[config.mk]
export PLATFORM = sky130hd
export DESIGN_NAME = wishbone_rr_arbiter
export DESIGN_NICKNAME = d
export VERILOG_FILES = /design/src/rtl/wishbone_rr_arbiter.sv
export SDC_FILE = /design/constraint.sdc
export NUM_CORES = 1
export LEC_CHECK = 0
export ABC_AREA = 1
export CAP_MARGIN = 5
export CORE_ASPECT_RATIO = 1.2
export CORE_UTILIZATION = 31
export CTS_CLUSTER_SIZE = 10
export DETAILED_ROUTE_END_ITERATION = 8
export PLACE_DENSITY_LB_ADDON = 0.2
export SLEW_MARGIN = 20
export SYNTH_ARGS = -nofsm -noshare
export SYNTH_HDL_FRONTEND = slang
export SYNTH_SLANG_ARGS = --single-unit
[constraint.sdc]
create_clock -name clk -period 2.4 [get_ports clk]
set_input_delay 0.24 -clock clk [delete_from_list [all_inputs] [get_ports clk]]
set_output_delay 0.24 -clock clk [all_outputs]
set_load 0.01 [all_outputs]
[src/rtl/wishbone_rr_arbiter.sv]
// Round-robin Wishbone arbiter: N masters share one slave port, ownership
// locked for the whole CYC, with a watchdog that errors out unacked strobes.
module wishbone_rr_arbiter #(
    parameter int MASTERS_WIDTH  = 1,
    parameter int ADDRESS_WIDTH  = 16,
    parameter int DATA_WIDTH     = 16,
    parameter int TIMEOUT_CYCLES = 255
) (
    input  logic                                     clk,
    input  logic                                     rst,
    input  logic [(1<<MASTERS_WIDTH)-1:0]            mCycI,
    input  logic [(1<<MASTERS_WIDTH)-1:0]            mStbI,
    input  logic [(1<<MASTERS_WIDTH)-1:0]            mWeI,
    input  logic [(1<<MASTERS_WIDTH)*ADDRESS_WIDTH-1:0] mAdrIPacked,
    input  logic [(1<<MASTERS_WIDTH)*DATA_WIDTH-1:0] mDatIPacked,
    output logic [(1<<MASTERS_WIDTH)*DATA_WIDTH-1:0] mDatOPacked,
    output logic [(1<<MASTERS_WIDTH)-1:0]            mAckO,
    output logic [(1<<MASTERS_WIDTH)-1:0]            mErrO,
    output logic [(1<<MASTERS_WIDTH)-1:0]            grant,
    output logic                                     sCycO,
    output logic                                     sStbO,
    output logic                                     sWeO,
    output logic [ADDRESS_WIDTH-1:0]                 sAdrO,
    output logic [DATA_WIDTH-1:0]                    sDatO,
    input  logic                                     sAckI,
    input  logic [DATA_WIDTH-1:0]                    sDatI
);

    localparam int N = 1 << MASTERS_WIDTH;
    localparam logic [15:0] TMO = 16'(TIMEOUT_CYCLES);

    logic                     valid_q, valid_d;
    logic [MASTERS_WIDTH-1:0] owner_q, owner_d;
    logic [MASTERS_WIDTH-1:0] last_q, last_d;
    logic [15:0]              cnt_q, cnt_d;

    logic                     active;
    logic                     ack;
    logic                     timeout;
    logic                     found;
    logic [MASTERS_WIDTH-1:0] idx;

    assign mDatOPacked = {N{sDatI}};

    // Outputs are forced idle while reset is held, not just after it.
    always_comb begin
        active = valid_q & rst;
        sCycO  = 1'b0;
        sStbO  = 1'b0;
        sWeO   = 1'b0;
        sAdrO  = '0;
        sDatO  = '0;
        if (active) begin
            sCycO = mCycI[owner_q];
            sStbO = mStbI[owner_q];
            sWeO  = mWeI[owner_q];
            sAdrO = mAdrIPacked[int'(owner_q)*ADDRESS_WIDTH +: ADDRESS_WIDTH];
            sDatO = mDatIPacked[int'(owner_q)*DATA_WIDTH +: DATA_WIDTH];
        end
        ack     = active & sCycO & sStbO & sAckI;
        timeout = (TMO != 16'd0) & active & sStbO & ~sAckI & (cnt_q == TMO);
        mAckO   = '0;
        mErrO   = '0;
        grant   = '0;
        mAckO[owner_q] = ack;
        mErrO[owner_q] = timeout;
        grant[owner_q] = active;
    end

    always_comb begin
        valid_d = valid_q;
        owner_d = owner_q;
        last_d  = last_q;
        found   = 1'b0;
        idx     = last_q;
        if (!valid_q || !mCycI[owner_q]) begin
            valid_d = 1'b0;
            for (int k = 1; k <= N; k++) begin
                idx = last_q + MASTERS_WIDTH'(k);
                if (!found && mCycI[idx]) begin
                    found   = 1'b1;
                    owner_d = idx;
                    last_d  = idx;
                    valid_d = 1'b1;
                end
            end
        end
    end

    always_comb begin
        if (TMO == 16'd0 || !sStbO || sAckI || timeout) begin
            cnt_d = 16'd0;
        end else begin
            cnt_d = cnt_q + 16'd1;
        end
    end

    always_ff @(posedge clk) begin
        if (!rst) begin
            valid_q <= 1'b0;
            owner_q <= '0;
            last_q  <= '1;
            cnt_q   <= 16'd0;
        end else begin
            valid_q <= valid_d;
            owner_q <= owner_d;
            last_q  <= last_d;
            cnt_q   <= cnt_d;
        end
    end

endmodule

==> impl_metrics.env, run 1 <==
export IMPL_status="finished clean"
export IMPL_hpwlAfterDp_um=4220
export IMPL_clock_power_share=0.275
export IMPL_fin_crit_sh=0.925
export IMPL_crit_arrival_ns=1.98
export IMPL_die_h_um=79.8
export IMPL_ys_ff_latch=19
export IMPL_powerDensity_mw_per_mm2=317
export IMPL_period_needed_ns=2.22
export IMPL_place_gp_congestion=0.789
export IMPL_drive_gt1_frac=0.0590
export IMPL_n_fill_cell=452
export IMPL_io_pins=162
export IMPL_max_slew_worst_pin_slew_ns=0.375
export IMPL_p_leak_nw=0.963
export IMPL_fin_worst_skew_ns=0.00266
export IMPL_rsz0062_at_grt="false"
export IMPL_synthesis_nets=313
export IMPL_antenna_found_initial=0
export IMPL_path_clk_slew_ns=0.07
export IMPL_h_tree_depth=1
export IMPL_overflow=0
export IMPL_grt_pass1_wl_um=7770
export IMPL_port_buffer_count=113
export IMPL_grt_max_degree=29
export IMPL_nets=396
export IMPL_clock_latency_ns=0.26
export IMPL_clock_tree_buffer_depth=2
export IMPL_intPower_mw=0.619
export IMPL_p_switching_mw=0.202
export IMPL_vias=1752
export IMPL_postSynthAreaPerCell_um2=7.01
export IMPL_netlist_area_mm2=0.00156
export IMPL_gr_usage_all_layers=0.194
export IMPL_seq_area_frac_synth=0.243
export IMPL_grt_pass1_vias=1556
export IMPL_drv_slew=0
export IMPL_fin_util=0.548
export IMPL_ant_nets=0
export IMPL_switching_share=0.245
export IMPL_fp_dieW_um=66.8
export IMPL_netlist_top_cell_by_area="dfxtp_1"
export IMPL_final_hold_viol_count=0
export IMPL_drc=0
export IMPL_clock_sinks=19
export IMPL_worstSetupEndpointType="output pin"
export IMPL_wl_um=5390
export IMPL_yosysTopAreaCellShare=0.243
export IMPL_cts_setup_buffers=0
export IMPL_die_area_mm2=0.00533
export IMPL_mostFrequentLayoutCell="clkdlybuf4s50_1"
export IMPL_core_area_mm2=0.00473
export IMPL_row_count=27
export IMPL_cts_buffers=3
export IMPL_synth_edff_count=0
export IMPL_critPathLaunchType="input port"
export IMPL_syn2layout_area_growth_pct=65.7
export IMPL_synthFlopType="dfxtp_1"
export IMPL_hold_path_class="reg -> reg"
export IMPL_via_per_inst=4.83
export IMPL_netlist_top_cells_area="dfxtp_1 24%, a22o_1 18%, buf_4 17%"
export IMPL_setup_viol=0
export IMPL_final_cell_mix="111 x clkdlybuf4s50_1, 39 x nand2_1, 33 x a22o_1"
export IMPL_wl_per_cell_um=14.9
export IMPL_start_util=0.331
export IMPL_seqPwrFrac=0.396
export IMPL_crit_fanout=7
export IMPL_holdWs_ns=0.457
export IMPL_ctsHoldBuffers=0
export IMPL_max_freq_mhz=450
export IMPL_firstDrtPassIters=4
export IMPL_synthesis_instances=223
export IMPL_synthArstFlopShare=0
export IMPL_critPathKind="in -> out"
export IMPL_cts_root_buf="clkbuf_8"
export IMPL_tritoncts="done"
export IMPL_ir_drop_uv=342
export IMPL_diodes=0
export IMPL_yosysWarnings=0
export IMPL_synthDistinctLibCells=22
export IMPL_post_cts_resized=0
export IMPL_pwr_share_comb=0.329
export IMPL_fin_tns_setup_ns=0
export IMPL_max_cap_violations=0
export IMPL_drtIter0Drc=64
export IMPL_worstPathRequired_ns=2.16
export IMPL_slew_headroom=0.749
[worst max-delay path, cell delays in order]
cell and delay [ns]:
clkdlybuf4s50_1 0.51, nand2_1 0.12, nor2_2 0.16, buf_4 0.19, a22o_1 0.19, clkdlybuf4s50_1 0.57
[power by group through the flow]
stage / Combinational [mW] / Clock [mW] / Sequential, mW
after detailed placement: 0.270 / 0 / 0.332
after global placement: 0.271 / 0 / 0.332
after CTS: 0.273 / 0.237 / 0.325
final: 0.270 / 0.225 / 0.325
after floorplan: 0.132 / 0 / 0.331
after global routing: 0.289 / 0.246 / 0.326
[cell type report]
class,count,area [µm²],area share
timing repair buffer,117,1190,0.460
multi-input combinational,147,832,0.321
sequential,19,382,0.147
tap,58,72.6,0.0280
inverter,18,67.6,0.0261
clock buffer,3,41.3,0.0159
clock inverter,1,5.00,0.00193
[metrics by stage]
step                std cells  total power, mW  setup slack [ns]  cell area [µm²]
CTS                       363            0.834            0.0659             2580
global route              363            0.861            0.0809             2590
floorplan                 223            0.462             0.925             1560
global placement          359            0.603             0.181             2530
finish                    363            0.821             0.180             2590
detailed placement        359            0.603             0.163             2530
[cells by family (layout without fill, tap and decap cells)]
logic type,count (synthesis),in the layout,share of synthesized area
xor gates and xnor gates,7,7,0.0392
buffers and inverters,57,139,0.228
adders and majority gates,1,1,0.00800
and+or+nand+nor,93,93,0.254
DFF,19,19,0.243
AOI/OAI and AO/OA,46,46,0.228
[state kept, by name, summed over array words and instances (netlist names)]
signal and count:
last_q 1, cnt_q 16, valid_q 1, owner_q 1
[worst paths after layout]
kind                       startpoint  cells past startpoint                  end  slack (ns)
setup / recovery                  rst                      6             sAdrO[3]        0.18
hold / removal    cnt_q[0]$_SDFF_PP0_                      1  cnt_q[0]$_SDFF_PP0_        0.46
setup reg to reg  cnt_q[0]$_SDFF_PP0_                      6  cnt_q[6]$_SDFF_PP0_        0.91
hold reg to reg   cnt_q[0]$_SDFF_PP0_                      1  cnt_q[0]$_SDFF_PP0_        0.46
[layer usage]
layer	track usage	part of all wire	up-vias	routed length [µm]
li1	-	-	882	-
met1	0.249	0.41	761	2210
met2	0.291	0.43	104	2300
met3	0.0786	0.15	5	808
met4	0.0638	0.012	0	64
met5	0	0	-	0
[Yosys cell counts (2+ instances only)]
master and n:
a22o_1 33, nor3_1 4, nor2_2 5, nor2_1 31, xnor2_1 3, nand2_1 39, buf_2 3, nand2_2 2
inv_1 17, nand3_1 8, a21oi_1 7, xor2_1 4, dfxtp_1 19, buf_4 35, nand4_1 2, o21ai_0 5
Note: power is estimated with default switching activity, not from simulation.
==> inputs of run 2 (changes only) <==
--- a/config.mk
+++ b/config.mk
@@ -7,7 +7,6 @@
 export LEC_CHECK = 0
 export ABC_AREA = 1
 export CAP_MARGIN = 5
-export CORE_ASPECT_RATIO = 1.2
 export CORE_UTILIZATION = 31
 export CTS_CLUSTER_SIZE = 10
 export DETAILED_ROUTE_END_ITERATION = 8
@@ -16,3 +15,4 @@
 export SYNTH_ARGS = -nofsm -noshare
 export SYNTH_HDL_FRONTEND = slang
 export SYNTH_SLANG_ARGS = --single-unit
+export TNS_END_PERCENT = 20
==> run 2 against run 1 <==
Total power down 0.36%. First-iteration DRC count up 7.8%. Die area is essentially flat. Global-route usage rose by 0.19 points. Critical path depth stayed put. Clock-buffer cell count stayed put. Flip-flop and latch count is the same.
==> impl_metrics.env, run 2 (synthesis gave the netlist of run 1 again) <==
export IMPL_worstSetupEndpointType="output pin"
export IMPL_max_cap_violations=0
export IMPL_fin_util=0.541
export IMPL_worstPathRequired_ns=2.16
export IMPL_rsz0062_at_grt="false"
export IMPL_wl_per_cell_um=14.7
export IMPL_p_leak_nw=0.953
export IMPL_cts_setup_buffers=0
export IMPL_wl_um=5430
export IMPL_via_per_inst=4.74
export IMPL_min_from="cnt_q[0]$_SDFF_PP0_"
export IMPL_fin_crit_sh=0.917
export IMPL_switching_share=0.245
export IMPL_hpwlAfterDp_um=4320
export IMPL_io_pins=162
export IMPL_gr_usage_all_layers=0.196
export IMPL_mostFrequentLayoutCell="clkdlybuf4s50_1"
export IMPL_die_area_mm2=0.00533
export IMPL_drv_slew=0
export IMPL_nets=394
export IMPL_p_switching_mw=0.200
export IMPL_overflow=0
export IMPL_drc=0
export IMPL_reg2reg_setup_slack_ns=0.91
export IMPL_critPathLaunchType="input port"
export IMPL_start_util=0.327
export IMPL_period_needed_ns=2.20
export IMPL_clock_latency_ns=0.26
export IMPL_ant_nets=0
export IMPL_grt_pass1_vias=1654
export IMPL_critPathBufInv=3
export IMPL_min_path_cells=1
export IMPL_clock_sinks=19
export IMPL_worst_path_most_repeated_cell="clkdlybuf4s50_1"
export IMPL_r2r_start="cnt_q[0]$_SDFF_PP0_"
export IMPL_n_fill_cell=468
export IMPL_core_area_mm2=0.00479
export IMPL_clock_power_share=0.274
export IMPL_final_hold_viol_count=0
export IMPL_reg2reg_to="cnt_q[14]$_SDFF_PP0_"
export IMPL_critPathKind="in -> out"
export IMPL_grt_pass1_wl_um=7980
export IMPL_firstDrtPassIters=4
export IMPL_seqPwrFrac=0.397
export IMPL_critPathSlowestCell="clkdlybuf4s50_1"
export IMPL_syn2layout_area_growth_pct=65.4
export IMPL_clock_tree_buffer_depth=2
export IMPL_h_tree_depth=1
export IMPL_max_slew_worst_pin_slew_ns=0.399
export IMPL_cts_buffers=3
export IMPL_grt_max_degree=35
export IMPL_pwr_share_comb=0.329
export IMPL_antenna_found_initial=0
export IMPL_vias=1755
export IMPL_largest_register_ffs=16
export IMPL_path_cells="clkdlybuf4s50_1, nand2_1, nor2_2, buf_12, a22o_1, clkdlybuf4s50_1"
export IMPL_power_mw=0.818
export IMPL_hold_path_class="reg -> reg"
export IMPL_tritoncts="done"
export IMPL_fp_dieW_um=73.0
export IMPL_intPower_mw=0.618
export IMPL_die_h_um=73.0
export IMPL_crit_arrival_ns=1.96
export IMPL_min_to="cnt_q[0]$_SDFF_PP0_"
export IMPL_slew_headroom=0.733
export IMPL_path_clk_slew_ns=0.07
export IMPL_max_stage_delay_ns=0.55
export IMPL_post_cts_resized=0
export IMPL_status="finished clean"
export IMPL_final_cell_mix="111 x clkdlybuf4s50_1, 39 x nand2_1, 33 x a22o_1"
export IMPL_place_gp_congestion=0.820
export IMPL_port_buffer_count=113
export IMPL_fin_worst_skew_ns=0.000931
export IMPL_setup_viol=0
export IMPL_drtIter0Drc=69
export IMPL_fin_tns_setup_ns=0
export IMPL_drive_gt1_frac=0.0528
export IMPL_ctsHoldBuffers=0
export IMPL_diodes=0
export IMPL_cts_root_buf="clkbuf_8"
export IMPL_regMostFlops="cnt_q"
export IMPL_powerDensity_mw_per_mm2=316
export IMPL_max_freq_mhz=455
export IMPL_critPathTopFamily="buffers and inverters"
export IMPL_row_count=25
export IMPL_ir_drop_uv=232
export IMPL_crit_fanout=34
export IMPL_reg2reg_depth=6
[run 2: cell types whose count changed in the layout (fill, tap and decap cells not counted)]
cell	change
buf_4	-2
[run 2: area by class of cell]
type | count | area, µm² | share of cell area
Tap cell | 67 | 83.8 | 0.0324
Clock inverter | 1 | 5.00 | 0.00193
Sequential cell | 19 | 382 | 0.147
Inverter | 18 | 67.6 | 0.0261
Multi-Input combinational cell | 147 | 832 | 0.322
Timing Repair Buffer | 115 | 1180 | 0.455
Clock buffer | 3 | 41.3 | 0.0160
[run 2: how the worst max path moves through the flow]
stage | start | to | slack, ns | cells past startpoint
detailed placement | rst | sWeO | 0.19 | 6
finish | rst | sAdrO[11] | 0.20 | 6
global placement | mCycI[1] | mAckO[1] | 0.16 | 6
global route | rst | sWeO | 0.09 | 6
floorplan | cnt_q[0]$_SDFF_PP0_ | mErrO[0] | 0.92 | 5
CTS | cnt_q[0]$_SDFF_PP0_ | mErrO[0] | 0.05 | 6
[run 2: layer usage]
metal / GRT usage / vias to the layer above / wire (µm)
met5: 0 / - / 0
met4: 0.0588 / 0 / 56
met3: 0.0677 / 5 / 534
met2: 0.343 / 90 / 2680
met1: 0.224 / 788 / 2160
li1: - / 872 / -
[run 2: per-stage QoR]
step	instances	setup slack (ns)	area, µm²	hold WS, ns
2_1_floorplan	223	0.925	1560	0.325
3_3_place_gp	366	0.164	2530	0.444
3_5_place_dp	366	0.190	2530	0.460
4_1_cts	370	0.0528	2580	0.477
5_1_grt	370	0.0866	2590	0.480
6_report	370	0.200	2590	0.473
[run 2: power groups by stage]
| stage | clock network [mW] | registers [mW] | logic [mW] |
|---|---|---|---|
| 6_report | 0.224 | 0.325 | 0.269 |
| 5_1_grt | 0.250 | 0.326 | 0.287 |
| 4_1_cts | 0.231 | 0.325 | 0.271 |
| 3_5_place_dp | 0 | 0.332 | 0.269 |
| 3_3_place_gp | 0 | 0.332 | 0.270 |
| 2_1_floorplan | 0 | 0.331 | 0.132 |
==> inputs of run 3 (changes only) <==
--- a/config.mk
+++ b/config.mk
@@ -7,6 +7,7 @@
 export LEC_CHECK = 0
 export ABC_AREA = 1
 export CAP_MARGIN = 5
+export CORE_MARGIN = 8
 export CORE_UTILIZATION = 31
 export CTS_CLUSTER_SIZE = 10
 export DETAILED_ROUTE_END_ITERATION = 8
==> run 3 against run 2 <==
Clock-buffer cell count rose by 1. Sequential power barely moved. Highest routed layer unchanged. Die area rose by 42%. Non-clock buffer count did not move. Largest cell class unchanged. Global-route usage fell by 4.5 points. First-iteration DRC count fell by 20%. Hold slack got worse by 0.0029 ns. Clock skew rose by 0.0016 ns. Critical path type is now reg -> out. Via count fell by 1.4%.
==> impl_metrics.env, run 3 (synthesis gave the netlist of run 1 again) <==
export IMPL_grt_pass1_wl_um=9000
export IMPL_period_needed_ns=2.25
export IMPL_max_slew_worst_pin_slew_ns=0.394
export IMPL_drc=0
export IMPL_clock_latency_ns=0.25
export IMPL_core_area_mm2=0.00498
export IMPL_final_cell_mix="112 x clkdlybuf4s50_1, 39 x nand2_1, 33 x a22o_1"
export IMPL_die_area_mm2=0.00757
export IMPL_wl_um=6130
export IMPL_final_hold_viol_count=0
export IMPL_syn2layout_area_growth_pct=65.4
export IMPL_hpwlAfterDp_um=5070
export IMPL_max_freq_mhz=445
export IMPL_slew_headroom=0.736
export IMPL_firstDrtPassIters=6
export IMPL_min_to="cnt_q[0]$_SDFF_PP0_"
export IMPL_reg2reg_setup_slack_ns=0.91
export IMPL_clock_sinks=19
export IMPL_dpl_cell_count=369
export IMPL_h_tree_depth=1
export IMPL_cts_root_buf="clkbuf_8"
export IMPL_grt_pass1_vias=1649
export IMPL_crit_arrival_ns=2.01
export IMPL_rsz0062_at_grt="false"
export IMPL_die_h_um=87.0
export IMPL_largest_register_ffs=16
export IMPL_final_cells=373
export IMPL_min_from="cnt_q[0]$_SDFF_PP0_"
export IMPL_reg2reg_to="cnt_q[5]$_SDFF_PP0_"
export IMPL_powerDensity_mw_per_mm2=313
export IMPL_status="finished clean"
export IMPL_worstPathRequired_ns=2.16
export IMPL_nets=394
export IMPL_mostFrequentLayoutCell="clkdlybuf4s50_1"
export IMPL_overflow=0
export IMPL_place_gp_congestion=0.858
export IMPL_grt_util_met1=0.162
export IMPL_fin_worst_skew_ns=0.00254
export IMPL_min_path_cells=1
export IMPL_vias=1730
export IMPL_drv_slew=0
export IMPL_ant_nets=0
export IMPL_multiInputGateArea_um2=832
export IMPL_drive_gt1_frac=0.0495
export IMPL_fin_crit_sh=0.937
export IMPL_port_buffer_count=113
export IMPL_max_cap_violations=0
export IMPL_reg2reg_depth=6
export IMPL_critPathKind="reg -> out"
export IMPL_regMostFlops="cnt_q"
export IMPL_worstSetupEndpointType="output pin"
export IMPL_crit_fanout=4
export IMPL_seq_area_um2=382
export IMPL_hold_path_class="reg -> reg"
export IMPL_n_fill_cell=506
export IMPL_via_per_inst=4.64
export IMPL_wl_per_cell_um=16.4
export IMPL_row_count=26
export IMPL_grt_use_met3=0.0698
export IMPL_grt_max_degree=35
export IMPL_met2_usage=0.270
export IMPL_ir_drop_uv=298
export IMPL_fp_dieW_um=87.0
export IMPL_clock_tree_buffer_depth=2
export IMPL_gr_usage_all_layers=0.151
export IMPL_fin_tns_setup_ns=0
export IMPL_diodes=0
export IMPL_tritoncts="done"
export IMPL_p_leak_nw=0.931
export IMPL_antenna_found_initial=0
export IMPL_busiest_layer="met2"
export IMPL_path_clk_slew_ns=0.07
export IMPL_cts_buffers=3
export IMPL_drtIter0Drc=55
export IMPL_r2r_start="cnt_q[0]$_SDFF_PP0_"
export IMPL_setup_viol=0
export IMPL_io_pins=162
export IMPL_critPathLaunchType="flop"
export IMPL_crit_start="cnt_q[0]$_SDFF_PP0_"
export IMPL_start_util=0.314
==> run 3: cell count changes in the layout (fill, tap and decap cells not counted), sizes merged <==
cell	change
clkbuf	+1
clkdlybuf4s50	+1
dlymetal6s2s	-1
clkinv	-1
==> run 3: worst max-delay path by stage <==
stage | to | slack [ns] | cells after the start
after global placement | sDatO[15] | 0.22 | 6
after global routing | mErrO[1] | 0.02 | 6
after CTS | mErrO[0] | 0.08 | 6
after floorplan | mErrO[0] | 0.92 | 5
final | mErrO[1] | 0.15 | 6
after detailed placement | sDatO[15] | 0.21 | 6
==> run 3: metal layers <==
layer | wire (µm) | vias to the layer above
met5 | 0 | -
met4 | 24 | 0
met3 | 763 | 5
met2 | 2950 | 85
li1 | - | 873
met1 | 2400 | 767
==> run 3: layout make-up <==
class	instances	share of cell area
Inverter	18	0.0261
Tap cell	70	0.0338
Sequential cell	19	0.147
Multi-Input combinational cell	147	0.322
Clock buffer	4	0.0174
Timing Repair Buffer	115	0.454
==> run 3: worst max-delay path, stage by stage, from the launching register on <==
cell             delay [ns]
dfxtp_1                0.38
ha_1                   0.21
nand3_2                0.15
nor2_4                 0.17
nand2_1                0.11
nor3_1                 0.17
clkdlybuf4s50_1        0.57
==> run 3: where the power goes <==
part	internal, mW	leakage, nW	switching, mW
combinational	0.182	0.754	0.0860
clock	0.118	0.0228	0.100
sequential	0.320	0.154	0.00512
==> run 3: through the flow <==
step | hold WS [ns] | utilization | cell area, µm² | setup slack, ns | power (mW)
final | 0.470 | 0.520 | 2590 | 0.151 | 0.811
after global routing | 0.480 | 0.520 | 2590 | 0.0200 | 0.850
after CTS | 0.479 | 0.518 | 2580 | 0.0836 | 0.821
after detailed placement | 0.461 | 0.509 | 2530 | 0.212 | 0.601
after global placement | 0.445 | 0.509 | 2530 | 0.221 | 0.600
after floorplan | 0.325 | - | 1560 | 0.925 | 0.462
==> run 3: what timing repair did <==
action,4_1_cts,5_1_grt
gates resized for setup,0,3
setup endpoints to repair,0,3
setup buffers,0,0
hold buffers,0,0
